`src/rtl/counter_pkg.sv`:
```
// Shared constants and helpers for the cascaded modulo counter.
package counter_pkg;

   localparam int unsigned DIG_W_DEF = 4;
   localparam int unsigned MOD_DEC   = 10;
   localparam int unsigned MOD_SEX   = 6;

   // Ceil-log2 with a floor of 1 bit, so a counter of modulus 1 still has a register.
   function automatic int unsigned clog2_min1(input int unsigned n);
      int unsigned w;
      w = 1;
      while ((32'd1 << w) < n) w = w + 1;
      return w;
   endfunction

endpackage

```
`src/rtl/mod_digit.sv`:
```
// One modulo-MOD digit stage: clear > load > step, with combinational wrap to the next stage.
module mod_digit
   import counter_pkg::*;
#(
   parameter int unsigned DIG_W = DIG_W_DEF,
   parameter int unsigned MOD   = MOD_DEC
) (
   input  logic             clk,
   input  logic             rst_n,
   input  logic             clr,
   input  logic             ld,
   input  logic [DIG_W-1:0] ld_val,
   input  logic             step,
   input  logic             up_dn,
   output logic [DIG_W-1:0] q,
   output logic             wrap
);

   localparam logic [DIG_W-1:0] MAXV = DIG_W'(MOD - 1);

   logic [DIG_W-1:0] q_d, q_q;
   logic             at_max, at_zero;

   assign at_max  = (q_q == MAXV);
   assign at_zero = (q_q == '0);

   always_comb begin
      q_d = q_q;
      if (clr) begin
         q_d = '0;
      end else if (ld) begin
         q_d = ld_val;
      end else if (step) begin
         if (up_dn) q_d = at_max  ? '0   : q_q + DIG_W'(1);
         else       q_d = at_zero ? MAXV : q_q - DIG_W'(1);
      end
   end

   always_ff @(posedge clk or negedge rst_n) begin
      if (!rst_n) q_q <= '0;
      else        q_q <= q_d;
   end

   assign q    = q_q;
   assign wrap = step & (up_dn ? at_max : at_zero);

endmodule

```
`src/rtl/mod_counter_chain.sv`:
```
// Cascaded modulo counter with prescaler, up/down, sync clear and range-checked parallel load.
module mod_counter_chain
   import counter_pkg::*;
#(
   parameter int unsigned DIGITS   = 2,
   parameter int unsigned DIG_W    = DIG_W_DEF,
   parameter int unsigned MOD_LO   = MOD_DEC,
   parameter int unsigned MOD_TOP  = MOD_SEX,
   parameter int unsigned PRESCALE = 1
) (
   input  logic                    clk,
   input  logic                    rst_n,
   input  logic                    en,
   input  logic                    clr,
   input  logic                    load,
   input  logic [DIGITS*DIG_W-1:0] load_val,
   input  logic                    up_dn,
   output logic [DIGITS*DIG_W-1:0] cnt,
   output logic                    carry_out
);

   localparam int unsigned PS_W = clog2_min1(PRESCALE);
   localparam logic [PS_W-1:0] PS_LAST = PS_W'(PRESCALE - 1);

   logic [PS_W-1:0] ps_d, ps_q;
   logic            ps_last;
   logic            carry_d, carry_q;
   logic [DIGITS:0] stp;

   assign ps_last = (ps_q == PS_LAST);
   assign stp[0]  = en & ps_last;

   always_comb begin
      ps_d = ps_q;
      if (clr || load) ps_d = '0;
      else if (en)     ps_d = ps_last ? '0 : ps_q + PS_W'(1);
   end

   // Carry from the top stage is a full-chain wrap; clr/load discard the step.
   always_comb begin
      carry_d = stp[DIGITS] & ~clr & ~load;
   end

   always_ff @(posedge clk or negedge rst_n) begin
      if (!rst_n) begin
         ps_q    <= '0;
         carry_q <= 1'b0;
      end else begin
         ps_q    <= ps_d;
         carry_q <= carry_d;
      end
   end

   assign carry_out = carry_q;

   for (genvar i = 0; i < DIGITS; i++) begin : g_dig
      localparam int unsigned MOD_I = (i == DIGITS - 1) ? MOD_TOP : MOD_LO;

      logic [DIG_W-1:0] raw, ld_ok;

      assign raw   = load_val[i*DIG_W +: DIG_W];
      assign ld_ok = (32'(raw) < MOD_I) ? raw : '0;

      mod_digit #(
         .DIG_W (DIG_W),
         .MOD   (MOD_I)
      ) u_digit (
         .clk    (clk),
         .rst_n  (rst_n),
         .clr    (clr),
         .ld     (load),
         .ld_val (ld_ok),
         .step   (stp[i]),
         .up_dn  (up_dn),
         .q      (cnt[i*DIG_W +: DIG_W]),
         .wrap   (stp[i+1])
      );
   end

endmodule
```
`config.mk`:
```
export PLATFORM = sky130hd
export DESIGN_NAME = mod_counter_chain
export DESIGN_NICKNAME = d
export VERILOG_FILES = /design/src/rtl/counter_pkg.sv /design/src/rtl/mod_digit.sv /design/src/rtl/mod_counter_chain.sv
export SDC_FILE = /design/constraint.sdc
export NUM_CORES = 1
export LEC_CHECK = 0
export ABC_AREA = 1
export BUFFER_PORTS_ARGS = -buffer_cell sky130_fd_sc_hd__buf_2
export CORE_AREA = 5 5 46 48
export DETAILED_ROUTE_END_ITERATION = 8
export DIE_AREA = 0 0 51 53
export PLACE_DENSITY_LB_ADDON = 0.25
export SKIP_LAST_GASP = 1
export SLEW_MARGIN = 5
export SYNTH_ARGS = -nofsm -noshare
export SYNTH_HDL_FRONTEND = slang
export SYNTH_SLANG_ARGS = --single-unit
```
`constraint.sdc`:
```
create_clock -name clk -period 2.75 [get_ports clk]
set_clock_uncertainty 0.2 [all_clocks]
set_input_delay 0.4125 -clock clk [delete_from_list [all_inputs] [get_ports clk]]
set_output_delay 0.4125 -clock clk [all_outputs]
set_load 0.01 [all_outputs]
```
# Yosys cells after proc, flatten, opt, wreduce, memory -nomap -nowiden
# Index checks and enable logic that the tools add are counted.
op_classes:
  add_sub_neg: 5
  magnitude_cmp: 2
  eq_ne: 2
  mux: 19
  bitwise: 8
  n_reduce_logical: 6
op_table:
  columns: ["cell", "n"]
  rows:
  - ["4-bit 2-to-1 mux", 14]
  - ["4-bit by 1-bit adder with 4-bit output, second input constant", 2]
  - ["4-bit logical NOT", 2]
  - ["4-bit by 1-bit subtractor with 4-bit output, second input constant", 2]
  - ["3-bit nonzero test", 2]
  - ["1-bit AND", 5]
  - ["1-bit 2-to-1 mux", 5]
  - ["4-bit by 3-bit == test with 1-bit output, second input constant", 1]
  - ["4-bit == test, second input constant", 1]
  - ["4-bit by 3-bit less-than comparator with 1-bit output, second input constant", 1]
  - ["4-bit less-than comparator, second input constant", 1]
  - ["1-bit inverter", 3]
  - ["2-bit nonzero test", 1]
  - ["1-bit adder, second input constant", 1]
  - ["1-bit logical OR", 1]
word_totals:
  ff_bits: 10
  input_bits: 14
  out_inout_bits: 9
  wordCells: 46

# Depth between registers and ports, before layout
# Gate-level depths: netlist (run 1).
depth:
  word_depth: 6
  mapped_depth: 10
  mapped_depth_nobuf: 10

# By module
# A second synthesis (run 1) with hierarchy kept.
unflattened:
  hier_cells: 159
  area_unflattened_um2: 935.9
by_module_without_submodules:
  columns: ["module", "instances", "cells_per_inst", "area_each_um2", "seq_area_each_um2"]
  rows:
  - ["mod_digit (g_dig[0].u_digit)", 1, 71, 429.2, 100.1]
  - ["mod_digit (g_dig[1].u_digit)", 1, 64, 390.4, 100.1]
  - ["mod_counter_chain", 1, 24, 116.4, 25.0]

# Worst setup path before layout (run 1)
# Ideal clock, no wire load.
synth_timing:
  path_type: "register -> register"
  startpoint: "reg g_dig[0].u_digit.q_q[0]"
  endpoint: "reg g_dig[0].u_digit.q_q[3]"
  setup_ns: 0.117
  arrival_time_ns: 1.289
  required_time_ns: 2.433
  slack_ns: 1.144
  path_stages_with_launch: 11
  n_path_buf: 0
  period_less_slack_ns: 1.606
  path_cell_list: "dfrtp_1 > inv_1 > ha_1 > nand3_2 > nand2_2 > inv_2 > nand2_1 > nand2_1 > nand2_1 > nand2_1 > nand2_1"
synth_between:
  elab_chain_cells: 6
  elab_cells_between_ends: 10
  classes_between: "add/sub: 2; eq/ne: 1; mux: 6; reduce/logical: 1"
synth_lines:
  columns: ["element", "line_no", "text"]
  rows:
  - ["start, declared", "mod_digit.sv:21", "logic [DIG_W-1:0] q_d, q_q;"]
  - ["start signal, assigned", "mod_digit.sv:41", "else q_q <= q_d;"]
  - ["4-bit by 1-bit subtractor with 4-bit output, or another cell as far along", "mod_digit.sv:35", "else q_d = at_zero ? MAXV : q_q - DIG_W'(1);"]
  - ["4-bit 2-to-1 mux, on equally long branches", "mod_digit.sv:35, mod_digit.sv:34", null]
  - ["4-bit 2-to-1 mux (*)", "mod_digit.sv:34", "if (up_dn) q_d = at_max ? '0 : q_q + DIG_W'(1);"]
  - ["4-bit 2-to-1 mux (*)", "mod_digit.sv:33", "end else if (step) begin"]
  - ["4-bit 2-to-1 mux (*)", "mod_digit.sv:31", "end else if (ld) begin"]
  - ["4-bit 2-to-1 mux (*)", "mod_digit.sv:29", "if (clr) begin"]
# Every way passes the cells marked *; elsewhere a longest branch is shown, timed or not. The select of a mux whose other input is x is not followed.
# A chain may end at the register's enable or synchronous reset.

# Worst setup path in the final report (run 1)
layout_timing:
  startpoint: "reg g_dig[0].u_digit.q_q[0]"
  endpoint: "reg g_dig[0].u_digit.q_q[1]"
# Same word-level chain as after synthesis.

==> tab_implementation.tex, run 1 <==
\begin{tabular}{lr}
\hline
Metric & Value \\
\hline
\multicolumn{2}{l}{\textbf{CTS}} \\
\quad Clock Root Buffer & clkbuf\_4 \\
\quad Clk\_lat worst skew & 0.25 ns \\
\quad H-tree levels & 1 \\
\quad Quantity of gates resized following cts & 0 \\
\quad CTS tree & built \\
\quad Number of buffers created by CTS & 3 \\
\quad Post-CTS clock slew at the launch and capture registers of the worst setup and hold paths & 0.06 ns \\
\quad CTS sink cnt & 9 \\
\quad Setup Fix Bufs, Post-CTS & 0 \\
\quad Clock Tree Buf Depth & 2 \\
\multicolumn{2}{l}{\textbf{STA}} \\
\quad Hold Violations, Final & 0 \\
\quad Post-route setup TNS & 0 ns \\
\quad Worst relative slew slack & 0.6632 \\
\quad RSZ-0062 raised after global routing & no \\
\quad Fmax & 0.5594 GHz \\
\quad Shortest clock period the worst path allows after layout & 1.788 ns \\
\quad Fin. max-slew vios & 0 \\
\quad Worst-Margin Slew & 0.5013 ns \\
\quad Fraction of the cycle the final worst path needs & 0.6501 \\
\quad Final number of setup-violating endpoints & 0 \\
\multicolumn{2}{l}{\textbf{Logic synthesis}} \\
\quad Cell with the most instances after synthesis & nand2\_1 \\
\quad Synth Register Bits & 9 \\
\quad Synthesis Warnings & 0 \\
\quad Largest cells by area after synthesis & dfrtp\_1 (25\%), nand2\_1 (18\%), ha\_1 (8.4\%) \\
\quad Asr flop ratio synth & 1.000 \\
\quad Instance count of the mapped netlist & 137 \\
\quad Netlist Area Pre-Place & 894.6 um\^{}2 \\
\quad Number of enable flip-flop cells after synthesis & 0 \\
\quad Primary flip-flop cell chosen by synthesis mapping & dfrtp\_1 \\
\quad Area leader, netlist & dfrtp\_1 \\
\quad Portion of synthesized cell area occupied by the leading cell type & 0.2517 \\
\quad Number of library cell types mapped by synthesis & 25 \\
\quad Share of synthesized area occupied by flip-flops and latches & 0.2517 \\
\quad Avg Cell Area, Syn & 6.530 um\^{}2 \\
\quad Top post-synthesis cells by count & nand2\_1 (43), nand3\_1 (13), inv\_1 (12), nor2\_1 (11), dfrtp\_1 (9) \\
\quad Synthesized netlist net count & 157 \\
\multicolumn{2}{l}{\textbf{Power}} \\
\quad Sequential Power Share & 0.410 \\
\quad Reported net switching power & 141.1 uW \\
\quad Part of the total power dissipated in combinational logic & 0.344 \\
\quad Leak pwr & 0.0005855 uW \\
\quad Part of the total power dissipated in the clock network & 0.247 \\
\quad Power density over cell area & 378.7 nW/um\^{}2 \\
\quad Maximum vdd drop & 0.2099 mV \\
\quad Switching Share & 0.3606 \\
\quad Cell Int Power & 250.2 uW \\
\multicolumn{2}{l}{\textbf{Worst hold path}} \\
\quad Min-Delay Startpoint & en \\
\quad Worst hold-check path type & input pin to flop \\
\multicolumn{2}{l}{\textbf{Routing}} \\
\quad Drt initial violations & 31 \\
\quad Number of vias in the routed layout & 931 \\
\quad Detailed-routing iteration count for the pre-antenna-repair pass & 4 \\
\quad Ratio of routed vias to standard cells & 5.260 \\
\quad WL per Instance & 11.54 um \\
\quad Antenna-violating nets left & 0 \\
\quad DRC violation count after routing & 0 \\
\quad Post-Route WL & 2042 um \\
\multicolumn{2}{l}{\textbf{Job}} \\
\quad Maximum capacitance violations & 0 \\
\multicolumn{2}{l}{\textbf{Setup path}} \\
\quad Bufs and invs on worst path & 2 \\
\quad Start of the worst register-to-register path & g\_dig[0].u\_digit.q[0]\$\_DFFE\_PN0P\_ \\
\quad Cell breakdown of the critical path & inv\_1, ha\_1, nand3\_2, nand2\_2, inv\_2, o21ai\_0, nand3\_1, nand2\_1, nand2\_1 \\
\quad Most used cell along the critical path & nand2\_1 \\
\quad Type of element capturing the critical path & flop \\
\quad Family with the most delay on the worst path & simple AND/OR/NAND/NOR gates \\
\quad Worst setup path startpoint & g\_dig[0].u\_digit.q[0]\$\_DFFE\_PN0P\_ \\
\quad Arrival time at the worst endpoint & 1.73 ns \\
\quad Worst endpoint required time & 2.69 ns \\
\quad CP max FO & 8 \\
\quad Category of the most critical setup path & flop to flop \\
\quad Slowest cell on the critical path & dfrtp\_1 \\
\quad Category of the worst setup path launch point & flop \\
\quad Delay contributed by the slowest stage of the critical path & 0.47 ns \\
\multicolumn{2}{l}{\textbf{GRT}} \\
\quad All-Layer GR Usage & 0.1739 \\
\quad Largest net degree at the start of global routing & 11 \\
\quad Remaining Overflow, GRT & 0 \\
\quad Global-route wire length before repair & 3574 um \\
\quad Initial antenna violation count & 0 \\
\quad Number of global-route vias before repair & 837 \\
\multicolumn{2}{l}{\textbf{Cells and area}} \\
\quad Layout Cell Area excl Fill & 1033 um\^{}2 \\
\quad Area Overhead vs Synth & 15.52\% \\
\quad Total number of nets in the final design & 181 \\
\quad Ratio of cells with drive above 1 in the final layout & 0.2375 \\
\quad Antenna cells & 0 \\
\multicolumn{2}{l}{\textbf{Placement}} \\
\quad GPL Wtd Cong & 0.8335 \\
\quad Count of buffers inserted at the top-level ports & 22 \\
\quad Detailed placement HPWL & 1657 um \\
\quad Placed cell areas & 997.2 um\^{}2 \\
\multicolumn{2}{l}{\textbf{Floorplanning}} \\
\quad DIE HEIGHT & 53 um \\
\quad I/O Pins & 23 \\
\quad Horizontal extent of the die & 51 um \\
\quad Std cell rows & 15 \\
\quad Overall die area & 2703 um\^{}2 \\
\quad Initial Util & 0.5356 \\
\quad Core footprint & 1670 um\^{}2 \\
\multicolumn{2}{l}{\textbf{Status}} \\
\quad Run status & completed \\
\hline
\end{tabular}
## tightest hold or removal path, stage by stage
cell,delay [ns]
buf_2,0.13
nand4_4,0.11
nor2_1,0.05
## final timing paths
| check | endpoint | slack, ns | cells past startpoint |
|---|---|---|---|
| setup / recovery | g_dig[0].u_digit.q[1]$_DFFE_PN0P_ | 0.96 | 9 |
| hold / removal | carry_out$_DFF_PN0_ | 0.30 | 3 |
| setup reg to reg | g_dig[0].u_digit.q[1]$_DFFE_PN0P_ | 0.96 | 9 |
| hold reg to reg | g_dig[1].u_digit.q[1]$_DFFE_PN0P_ | 0.43 | 2 |
| max in group asynchronous | g_dig[1].u_digit.q[2]$_DFFE_PN0P_ | 1.85 | 2 |
| min in group asynchronous | g_dig[0].u_digit.q[1]$_DFFE_PN0P_ | 0.33 | 2 |
## placed cells by master, fill, tap and decap left out
cell type      instances
a21oi_1                8
a31oi_1                1
and2_1                 1
buf_2                 22
clkbuf_1               1
clkbuf_4               3
dfrtp_1                9
dlygate4sd3_1          1
ha_1                   6
inv_1                 12
inv_2                  4
inv_4                  1
nand2_1               43
nand2_2                2
nand2_4                1
nand3_1               13
nand3_2                3
nand4_1                4
nand4_4                1
nor2_1                11
nor2_2                 1
nor3_1                 1
o21ai_0                7
o22ai_1                1
xnor2_1                1
xor2_1                 2
## power by group through the flow
stage                     registers [uW]  clock network [uW]  logic [uW]
after floorplan                      159                   0        98.4
after global placement               162                   0         129
after detailed placement             162                   0         133
after CTS                            160                 101         134
after global routing                 163                 109         155
final                                160                96.5         135
## layer usage
layer,share of wire,track usage
met2,0.43,0.2554
met5,0,0
met3,0.066,0.03380
met4,0.0069,0.05830
met1,0.50,0.2509
## layout make-up
class / instances / area [um^2]
clock buffers: 4 / 26.28
well taps: 17 / 21.27
repair buffers: 23 / 120.1
flip-flops and latches: 9 / 225.2
fillers: 155 / 636.9
multi-input cells: 107 / 574.3
inverters: 17 / 66.31
## registers in the layout (all words and copies together) (netlist names)
| name | count |
|---|---|
| g_dig.u_digit.q | 8 |
| carry_out | 1 |
## timing repair
item | in CTS | in global routing
hold endpoints to repair | 9 | 0
hold buffers | 1 | 0
endpoints found under the setup margin | 0 | 0
## metrics by stage
step / hold slack (ns) / utilization / cells / setup slack (ns) / total power, uW
2_1_floorplan: -0.08309 / - / 137 / 1.144 / 257.3
6_report: 0.2958 / 0.6187 / 177 / 0.9623 / 391.4
3_3_place_gp: 0.06514 / 0.5970 / 172 / 1.070 / 291.0
5_1_grt: 0.2993 / 0.6187 / 177 / 0.8554 / 426.3
4_1_cts: 0.2856 / 0.6187 / 177 / 0.9903 / 395.6
3_5_place_dp: 0.06416 / 0.5970 / 172 / 1.001 / 295.5
## cell families (layout without fill, tap and decap cells)
kind of cell,count (synthesis),after routing,synth area share
AND/OR/NAND/NOR,81,81,0.4308
buffers and inverters,21,44,0.1063
AO/OA/AOI/OAI,17,17,0.09791
flip-flops,9,9,0.2518
adder cells (fa/ha/maj),6,6,0.08391
XOR/XNOR,3,3,0.02938
No activity file was read; power rests on OpenSTA's default activity.
==> run 2, diff against run 1 <==
CORE_AREA = 5 5 50 52   (was 5 5 46 48)
DIE_AREA = 0 0 55 57   (was 0 0 51 53)
clock period = 1.5 ns   (was 2.75 ns; I/O delays follow)
==> tab_implementation.tex, run 2 (synthesis results as in run 1) <==
\begin{tabular}{lr}
\hline
Metric & Value \\
\hline
\multicolumn{2}{l}{\textbf{Status}} \\
\quad Run status & finished, violations left (was completed) \\
\quad Violations in the final reports & negative setup slack \\
\multicolumn{2}{l}{\textbf{Floorplanning}} \\
\quad I/O Pins & 23 (unchanged) \\
\quad Core footprint & 2063 um\^{}2 (was 1670 um\^{}2) \\
\quad DIE HEIGHT & 57 um (was 53 um) \\
\quad Horizontal extent of the die & 55 um (was 51 um) \\
\quad Std cell rows & 17 (was 15) \\
\quad Initial Util & 0.4336 (was 0.5356) \\
\quad Overall die area & 3135 um\^{}2 (was 2703 um\^{}2) \\
\multicolumn{2}{l}{\textbf{GRT}} \\
\quad Remaining Overflow, GRT & 0 (unchanged) \\
\quad Largest net degree at the start of global routing & 10 (was 11) \\
\quad Global-route wire length before repair & 3905 um (was 3574 um) \\
\quad Initial antenna violation count & 0 (unchanged) \\
\quad All-Layer GR Usage & 0.1618 (was 0.1739) \\
\quad Number of global-route vias before repair & 943 (was 837) \\
\multicolumn{2}{l}{\textbf{CTS}} \\
\quad Clk\_lat worst skew & 0.25 ns (about the same) \\
\quad CTS tree & built (unchanged) \\
\quad Clock Root Buffer & clkbuf\_4 (unchanged) \\
\quad Number of buffers created by CTS & 3 (unchanged) \\
\quad H-tree levels & 1 (unchanged) \\
\quad Post-CTS clock slew at the launch and capture registers of the worst setup and hold paths & 0.06 ns (about the same) \\
\quad CTS sink cnt & 9 (unchanged) \\
\quad Clock Tree Buf Depth & 2 (unchanged) \\
\multicolumn{2}{l}{\textbf{Power}} \\
\quad Maximum vdd drop & 0.3829 mV (was 0.2099 mV) \\
\quad Sum of internal, switching and leakage power & 831.1 uW (was 391.4 uW) \\
\quad Leak pwr & 0.0006743 uW (was 0.0005855 uW) \\
\quad Power density over cell area & 651.9 nW/um\^{}2 (was 378.7 nW/um\^{}2) \\
\multicolumn{2}{l}{\textbf{Placement}} \\
\quad Placed cell areas & 1122 um\^{}2 (was 997.2 um\^{}2) \\
\quad Detailed placement HPWL & 1836 um (was 1657 um) \\
\quad Setup slack after placement & -0.07142 ns (was 1.001 ns) \\
\quad Count of buffers inserted at the top-level ports & 22 (unchanged) \\
\quad GPL Wtd Cong & 0.9041 (was 0.8335) \\
\multicolumn{2}{l}{\textbf{Cells and area}} \\
\quad Antenna cells & 0 (unchanged) \\
\quad Largest register FFs & 8 (unchanged) \\
\quad Layout Cell Area excl Fill & 1275 um\^{}2 (was 1033 um\^{}2) \\
\quad Ratio of cells with drive above 1 in the final layout & 0.4034 (was 0.2375) \\
\quad FF+latch area & 229.0 um\^{}2 (was 225.2 um\^{}2) \\
\quad Commonest non-fill, non-tap cell in the layout & nand2\_1 (unchanged) \\
\quad Fillers & 208 (was 155) \\
\quad Area Overhead vs Synth & 42.52\% (was 15.52\%) \\
\quad Highest-count cells in the layout ignoring fill and taps & nand2\_1 (42), buf\_2 (22), buf\_4 (14), nand3\_1 (13), nor2\_1 (11) (was nand2\_1 (43), buf\_2 (22), nand3\_1 (13), inv\_1 (12), nor2\_1 (11)) \\
\quad Area taken by multi-input logic gates & 665.6 um\^{}2 (was 574.3 um\^{}2) \\
\quad Total number of nets in the final design & 197 (was 181) \\
\multicolumn{2}{l}{\textbf{Worst hold path}} \\
\quad Worst hold-check path type & input pin to flop (unchanged) \\
\multicolumn{2}{l}{\textbf{Routing}} \\
\quad Post-Route WL & 2379 um (was 2042 um) \\
\quad WL per Instance & 11.66 um (was 11.54 um) \\
\quad Detailed-routing iteration count for the pre-antenna-repair pass & 4 (unchanged) \\
\quad Drt initial violations & 13 (was 31) \\
\quad Antenna-violating nets left & 0 (unchanged) \\
\quad Ratio of routed vias to standard cells & 4.779 (was 5.260) \\
\quad Number of vias in the routed layout & 975 (was 931) \\
\quad DRC violation count after routing & 0 (unchanged) \\
\multicolumn{2}{l}{\textbf{Setup path}} \\
\quad Delay contributed by the slowest stage of the critical path & 0.44 ns (was 0.47 ns) \\
\quad Category of the worst setup path launch point & flop (unchanged) \\
\quad Worst endpoint required time & 1.44 ns (was 2.69 ns) \\
\quad Slack of the worst reg-to-reg path & -0.04 ns (was 0.96 ns) \\
\quad Type of element capturing the critical path & flop (unchanged) \\
\quad Arrival time at the worst endpoint & 1.48 ns (was 1.73 ns) \\
\quad Category of the most critical setup path & flop to flop (unchanged) \\
\quad Family with the most delay on the worst path & flip-flops (was simple AND/OR/NAND/NOR gates) \\
\quad Slowest cell on the critical path & dfrtp\_2 (was dfrtp\_1) \\
\quad CP max FO & 5 (was 8) \\
\quad Bufs and invs on worst path & 2 (unchanged) \\
\quad Cell breakdown of the critical path & inv\_2, ha\_4, buf\_6, xor2\_1, nand2\_1, nand3\_1, nand3\_1, nand2\_1 (was inv\_1, ha\_1, nand3\_2, nand2\_2, inv\_2, o21ai\_0, nand3\_1, nand2\_1, nand2\_1) \\
\multicolumn{2}{l}{\textbf{STA}} \\
\quad Smallest hold slack & 0.1089 ns (was 0.2958 ns) \\
\quad Final number of setup-violating endpoints & 6 (was 0) \\
\quad RSZ-0062 raised after global routing & yes (was no) \\
\quad Final setup slack of the worst path & -0.03848 ns (was 0.9623 ns) \\
\quad Fmax & 0.6500 GHz (was 0.5594 GHz) \\
\quad Fin. max-slew vios & 0 (unchanged) \\
\quad Post-route setup TNS & -0.1284 ns (was 0 ns) \\
\quad Worst relative slew slack & 0.7235 (was 0.6632) \\
\quad Hold Violations, Final & 0 (unchanged) \\
\quad Worst-Margin Slew & 0.4104 ns (was 0.5013 ns) \\
\quad Shortest clock period the worst path allows after layout & 1.538 ns (was 1.788 ns) \\
\quad Fraction of the cycle the final worst path needs & 1.026 (was 0.6501) \\
\multicolumn{2}{l}{\textbf{Job}} \\
\quad Maximum capacitance violations & 0 (unchanged) \\
\hline
\end{tabular}
-- run 2: power by group --
group	switching [uW]	total, uW	internal (uW)
combinational	190	358	168
clock	79.6	182	102
sequential	31.2	291	260
-- run 2: area by class of cell --
type,count,share of cell area
Sequential cell,9,0.1796
Inverter,17,0.05594
Multi-Input combinational cell,107,0.5221
Tap cell,28,0.02748
Clock buffer,4,0.02061
Timing Repair Buffer,39,0.1943
-- run 2: final timing paths --
kind	from	to	cells after the start
worst max-delay path	g_dig[0].u_digit.q[0]$_DFFE_PN0P_	g_dig[0].u_digit.q[2]$_DFFE_PN0P_	8
worst min-delay path	en	carry_out$_DFF_PN0_	3
worst max register to register	g_dig[0].u_digit.q[0]$_DFFE_PN0P_	g_dig[0].u_digit.q[2]$_DFFE_PN0P_	8
worst min register to register	g_dig[1].u_digit.q[3]$_DFFE_PN0P_	g_dig[1].u_digit.q[3]$_DFFE_PN0P_	2
max in group asynchronous	rst_n	g_dig[0].u_digit.q[1]$_DFFE_PN0P_	2
min in group asynchronous	rst_n	g_dig[1].u_digit.q[1]$_DFFE_PN0P_	2
-- run 2: per-layer routing --
| metal | global-route usage | up-vias | part of all wire |
|---|---|---|---|
| li1 | - | 522 | - |
| met1 | 0.1961 | 439 | 0.39 |
| met2 | 0.3041 | 14 | 0.59 |
| met3 | 0.007833 | 0 | 0.019 |
| met4 | 0.03125 | 0 | 0 |
| met5 | 0 | - | 0 |
-- run 2: worst min-delay path, delay by kind of cell --
| family | cells | cell delay, ns |
|---|---|---|
| buf+inv | 1 | 0.13 |
| simple gates | 2 | 0.16 |
-- run 2: timing repair --
item                       4_1_cts  5_1_grt
setup endpoints to repair        8       10
pin swaps                        3       18
buffers inserted                 2        4
hold buffers                     1        0
resized for setup                6       17
hold endpoints to repair         9        0
-- run 2: metrics by stage --
stage | utilization | cells
final | 0.6180 | 204
after global routing | 0.6180 | 204
after CTS | 0.5785 | 202
after detailed placement | 0.5440 | 195
after global placement | 0.5440 | 195
after floorplan | - | 137
==> run 3, diff against run 2 <==
ABC_AREA = unset   (was 1)
CORE_AREA = 5 5 61 63   (was 5 5 50 52)
DIE_AREA = 0 0 66 68   (was 0 0 55 57)
==> tab_implementation.tex, run 3 <==
\begin{tabular}{lr}
\hline
Metric & Value \\
\hline
\multicolumn{2}{l}{\textbf{CTS}} \\
\quad Number of buffers created by CTS & 3 (unchanged) \\
\quad Clock Root Buffer & clkbuf\_4 (unchanged) \\
\quad CTS sink cnt & 9 (unchanged) \\
\quad Clock Tree Buf Depth & 2 (unchanged) \\
\quad H-tree levels & 1 (unchanged) \\
\quad Clk\_lat worst skew & 0.26 ns (was 0.25 ns) \\
\quad Post-CTS clock slew at the launch and capture registers of the worst setup and hold paths & 0.07 ns (was 0.06 ns) \\
\quad CTS tree & built (unchanged) \\
\multicolumn{2}{l}{\textbf{STA}} \\
\quad Fin. max-slew vios & 0 (unchanged) \\
\quad Final setup slack of the worst path & -0.5019 ns (was -0.03848 ns) \\
\quad Worst relative slew slack & 0.7772 (was 0.7235) \\
\quad Fraction of the cycle the final worst path needs & 1.335 (was 1.026) \\
\quad Final number of setup-violating endpoints & 9 (was 6) \\
\quad RSZ-0062 raised after global routing & yes (unchanged) \\
\quad Post-route setup TNS & -3.226 ns (was -0.1284 ns) \\
\quad Fmax & 0.4995 GHz (was 0.6500 GHz) \\
\quad Shortest clock period the worst path allows after layout & 2.002 ns (was 1.538 ns) \\
\quad Smallest hold slack & 0.004887 ns (was 0.1089 ns) \\
\quad Worst-Margin Slew & 0.3334 ns (was 0.4104 ns) \\
\quad Hold Violations, Final & 0 (unchanged) \\
\multicolumn{2}{l}{\textbf{Power}} \\
\quad Maximum vdd drop & 0.3377 mV (was 0.3829 mV) \\
\quad Power density over cell area & 569.3 nW/um\^{}2 (was 651.9 nW/um\^{}2) \\
\quad Sum of internal, switching and leakage power & 777.1 uW (was 831.1 uW) \\
\quad Sequential Power Share & 0.341 (was 0.350) \\
\quad Cell Int Power & 519.8 uW (was 530.6 uW) \\
\quad Switching Share & 0.3311 (was 0.3616) \\
\quad Part of the total power dissipated in combinational logic & 0.407 (was 0.431) \\
\quad Leak pwr & 0.0006205 uW (was 0.0006743 uW) \\
\quad Reported net switching power & 257.3 uW (was 300.5 uW) \\
\quad Part of the total power dissipated in the clock network & 0.252 (was 0.219) \\
\multicolumn{2}{l}{\textbf{Worst hold path}} \\
\quad Cell depth of the worst min-delay path & 3 (unchanged) \\
\quad Min-Delay Startpoint & load\_val[4] (was en) \\
\quad Worst Hold Endpoint & g\_dig[1].u\_digit.q[0]\$\_DFFE\_PN0P\_ (was carry\_out\$\_DFF\_PN0\_) \\
\quad Worst hold-check path type & input pin to flop (unchanged) \\
\multicolumn{2}{l}{\textbf{Floorplanning}} \\
\quad Initial Util & 0.2767 (was 0.4336) \\
\quad I/O Pins & 23 (unchanged) \\
\quad Core footprint & 3179 um\^{}2 (was 2063 um\^{}2) \\
\quad Overall die area & 4488 um\^{}2 (was 3135 um\^{}2) \\
\quad DIE HEIGHT & 68 um (was 57 um) \\
\quad Horizontal extent of the die & 66 um (was 55 um) \\
\quad Std cell rows & 21 (was 17) \\
\multicolumn{2}{l}{\textbf{Job}} \\
\quad Maximum capacitance violations & 0 (unchanged) \\
\multicolumn{2}{l}{\textbf{Logic synthesis}} \\
\quad Synthesized netlist net count & 128 (was 157) \\
\quad Asr flop ratio synth & 1.000 (unchanged) \\
\quad Synth Register Bits & 9 (unchanged) \\
\quad Share of synthesized area occupied by flip-flops and latches & 0.2560 (was 0.2517) \\
\quad Number of library cell types mapped by synthesis & 37 (was 25) \\
\quad Top post-synthesis cells by count & dfrtp\_1 (9), nand2\_1 (9), nor2\_1 (9), o21ai\_0 (9) (was nand2\_1 (43), nand3\_1 (13), inv\_1 (12), nor2\_1 (11), dfrtp\_1 (9)) \\
\quad Netlist Area Pre-Place & 879.6 um\^{}2 (was 894.6 um\^{}2) \\
\quad Instance count of the mapped netlist & 108 (was 137) \\
\quad Avg Cell Area, Syn & 8.144 um\^{}2 (was 6.530 um\^{}2) \\
\quad Portion of synthesized cell area occupied by the leading cell type & 0.2560 (was 0.2517) \\
\quad Area leader, netlist & dfrtp\_1 (unchanged) \\
\quad Number of enable flip-flop cells after synthesis & 0 (unchanged) \\
\quad Largest cells by area after synthesis & dfrtp\_1 (26\%), ha\_1 (8.5\%), o21ai\_0 (5.1\%) (was dfrtp\_1 (25\%), nand2\_1 (18\%), ha\_1 (8.4\%)) \\
\quad Primary flip-flop cell chosen by synthesis mapping & dfrtp\_1 (unchanged) \\
\quad Synthesis Warnings & 0 (unchanged) \\
\multicolumn{2}{l}{\textbf{Cells and area}} \\
\quad Highest-count cells in the layout ignoring fill and taps & buf\_4 (22), buf\_2 (21), nor2\_1 (9), nand2\_1 (9), dfrtp\_1 (7) (was nand2\_1 (42), buf\_2 (22), buf\_4 (14), nand3\_1 (13), nor2\_1 (11)) \\
\quad Commonest non-fill, non-tap cell in the layout & buf\_4 (was nand2\_1) \\
\quad Antenna cells & 0 (unchanged) \\
\quad Total number of nets in the final design & 177 (was 197) \\
\quad Ratio of cells with drive above 1 in the final layout & 0.4423 (was 0.4034) \\
\quad Largest register FFs & 8 (unchanged) \\
\quad Area Overhead vs Synth & 55.19\% (was 42.52\%) \\
\multicolumn{2}{l}{\textbf{GRT}} \\
\quad Global-route wire length before repair & 4209 um (was 3905 um) \\
\quad Initial antenna violation count & 0 (unchanged) \\
\quad Remaining Overflow, GRT & 0 (unchanged) \\
\quad Largest net degree at the start of global routing & 16 (was 10) \\
\quad All-Layer GR Usage & 0.1242 (was 0.1618) \\
\quad Number of global-route vias before repair & 929 (was 943) \\
\multicolumn{2}{l}{\textbf{Routing}} \\
\quad Ratio of routed vias to standard cells & 4.955 (was 4.779) \\
\quad WL per Instance & 13.32 um (was 11.66 um) \\
\quad Number of vias in the routed layout & 1,001 (was 975) \\
\quad DRC violation count after routing & 0 (unchanged) \\
\quad Detailed-routing iteration count for the pre-antenna-repair pass & 4 (unchanged) \\
\quad Post-Route WL & 2691 um (was 2379 um) \\
\quad Drt initial violations & 32 (was 13) \\
\quad Antenna-violating nets left & 0 (unchanged) \\
\multicolumn{2}{l}{\textbf{Status}} \\
\quad Violations in the final reports & negative setup slack (unchanged) \\
\quad Run status & finished, violations left (unchanged) \\
\multicolumn{2}{l}{\textbf{Setup path}} \\
\quad Type of element capturing the critical path & flop (unchanged) \\
\quad Start of the worst register-to-register path & g\_dig[0].u\_digit.q[0]\$\_DFFE\_PN0P\_ (unchanged) \\
\quad Cells on worst reg2reg path & 6 (was 8) \\
\quad Destination of the worst register-to-register timing path & g\_dig[1].u\_digit.q[2]\$\_DFFE\_PN0P\_ (was g\_dig[0].u\_digit.q[2]\$\_DFFE\_PN0P\_) \\
\quad Slack of the worst reg-to-reg path & -0.50 ns (was -0.04 ns) \\
\quad CP max FO & 5 (unchanged) \\
\quad Arrival time at the worst endpoint & 1.96 ns (was 1.48 ns) \\
\quad Category of the most critical setup path & flop to flop (unchanged) \\
\quad Category of the worst setup path launch point & flop (unchanged) \\
\quad Worst endpoint required time & 1.46 ns (was 1.44 ns) \\
\multicolumn{2}{l}{\textbf{Placement}} \\
\quad GPL Wtd Cong & 0.8731 (was 0.9041) \\
\quad Detailed placement HPWL & 1997 um (was 1836 um) \\
\quad Count of buffers inserted at the top-level ports & 22 (unchanged) \\
\hline
\end{tabular}
==> run 3: how the worst max path moves through the flow <==
stage / startpoint / endpoint / slack, ns
2_1_floorplan: g_dig[0].u_digit.q[0]$_DFFE_PN0P_ / g_dig[1].u_digit.q[2]$_DFFE_PN0P_ / -0.59
3_3_place_gp: g_dig[0].u_digit.q[1]$_DFFE_PN0P_ / g_dig[1].u_digit.q[2]$_DFFE_PN0P_ / -0.46
3_5_place_dp: g_dig[0].u_digit.q[1]$_DFFE_PN0P_ / g_dig[1].u_digit.q[2]$_DFFE_PN0P_ / -0.50
4_1_cts: g_dig[0].u_digit.q[1]$_DFFE_PN0P_ / g_dig[1].u_digit.q[2]$_DFFE_PN0P_ / -0.51
5_1_grt: g_dig[0].u_digit.q[0]$_DFFE_PN0P_ / g_dig[1].u_digit.q[2]$_DFFE_PN0P_ / -0.57
6_report: g_dig[0].u_digit.q[0]$_DFFE_PN0P_ / g_dig[1].u_digit.q[2]$_DFFE_PN0P_ / -0.50
==> run 3: area by class of cell <==
cell class | instances | area (um^2)
fill | 324 | 1814
multi-input combinational | 86 | 673.1
inverter | 6 | 22.52
timing repair buffer | 51 | 357.8
tap | 46 | 57.56
clock buffer | 4 | 26.28
sequential | 9 | 227.7
==> run 3: cell families (layout without fill, tap and decap cells) <==
kind of cell	after synthesis	after routing	share of synthesized area
multiplexers	3	3	0.03414
AO/OA/AOI/OAI	30	30	0.2532
flip-flops	9	9	0.2561
XOR/XNOR	1	1	0.009959
buffers and inverters	13	61	0.07254
adder cells (fa/ha/maj)	6	6	0.08535
AND/OR/NAND/NOR	46	46	0.2888
==> run 3: timing repair <==
item                                   4_1_cts  5_1_grt
gates resized for setup                     11       10
setup endpoints to repair                    9       10
setup buffers                                4        5
pin swaps                                    8       10
cloned                                       0        0
hold buffers                                 2        0
endpoints found under the hold margin       10        0
==> run 3: through the flow <==
stage	utilization	worst slack (ns)	cell area (um^2)	instances
2_1_floorplan	-	-0.5878	903.4	108
3_3_place_gp	0.3707	-0.4620	1179	189
3_5_place_dp	0.3707	-0.4966	1179	189
4_1_cts	0.4081	-0.5099	1297	199
5_1_grt	0.4294	-0.5699	1365	202
6_report	0.4294	-0.5019	1365	202
==> run 3: power by group through the flow <==
stage                     sequential (uW)  combinational, uW  clock (uW)
after floorplan                       279                136           0
after detailed placement              269                251           0
final                                 265                316         196
after global placement                269                247           0
after global routing                  267                345         225
after CTS                             265                282         207
==> run 3: critical path, stage by stage (launching register included) <==
cell,delay (ns)
dfrtp_2,0.41
inv_2,0.08
ha_4,0.12
or3b_1,0.33
a211o_1,0.33
a211o_1,0.25
a31o_1,0.17
==> run 3: per-layer routing <==
layer / track usage / wire length (um)
met1: 0.1427 / 1112
met2: 0.2315 / 1430
met3: 0.03941 / 148
met4: 0.01523 / 0
met5: 0 / 0
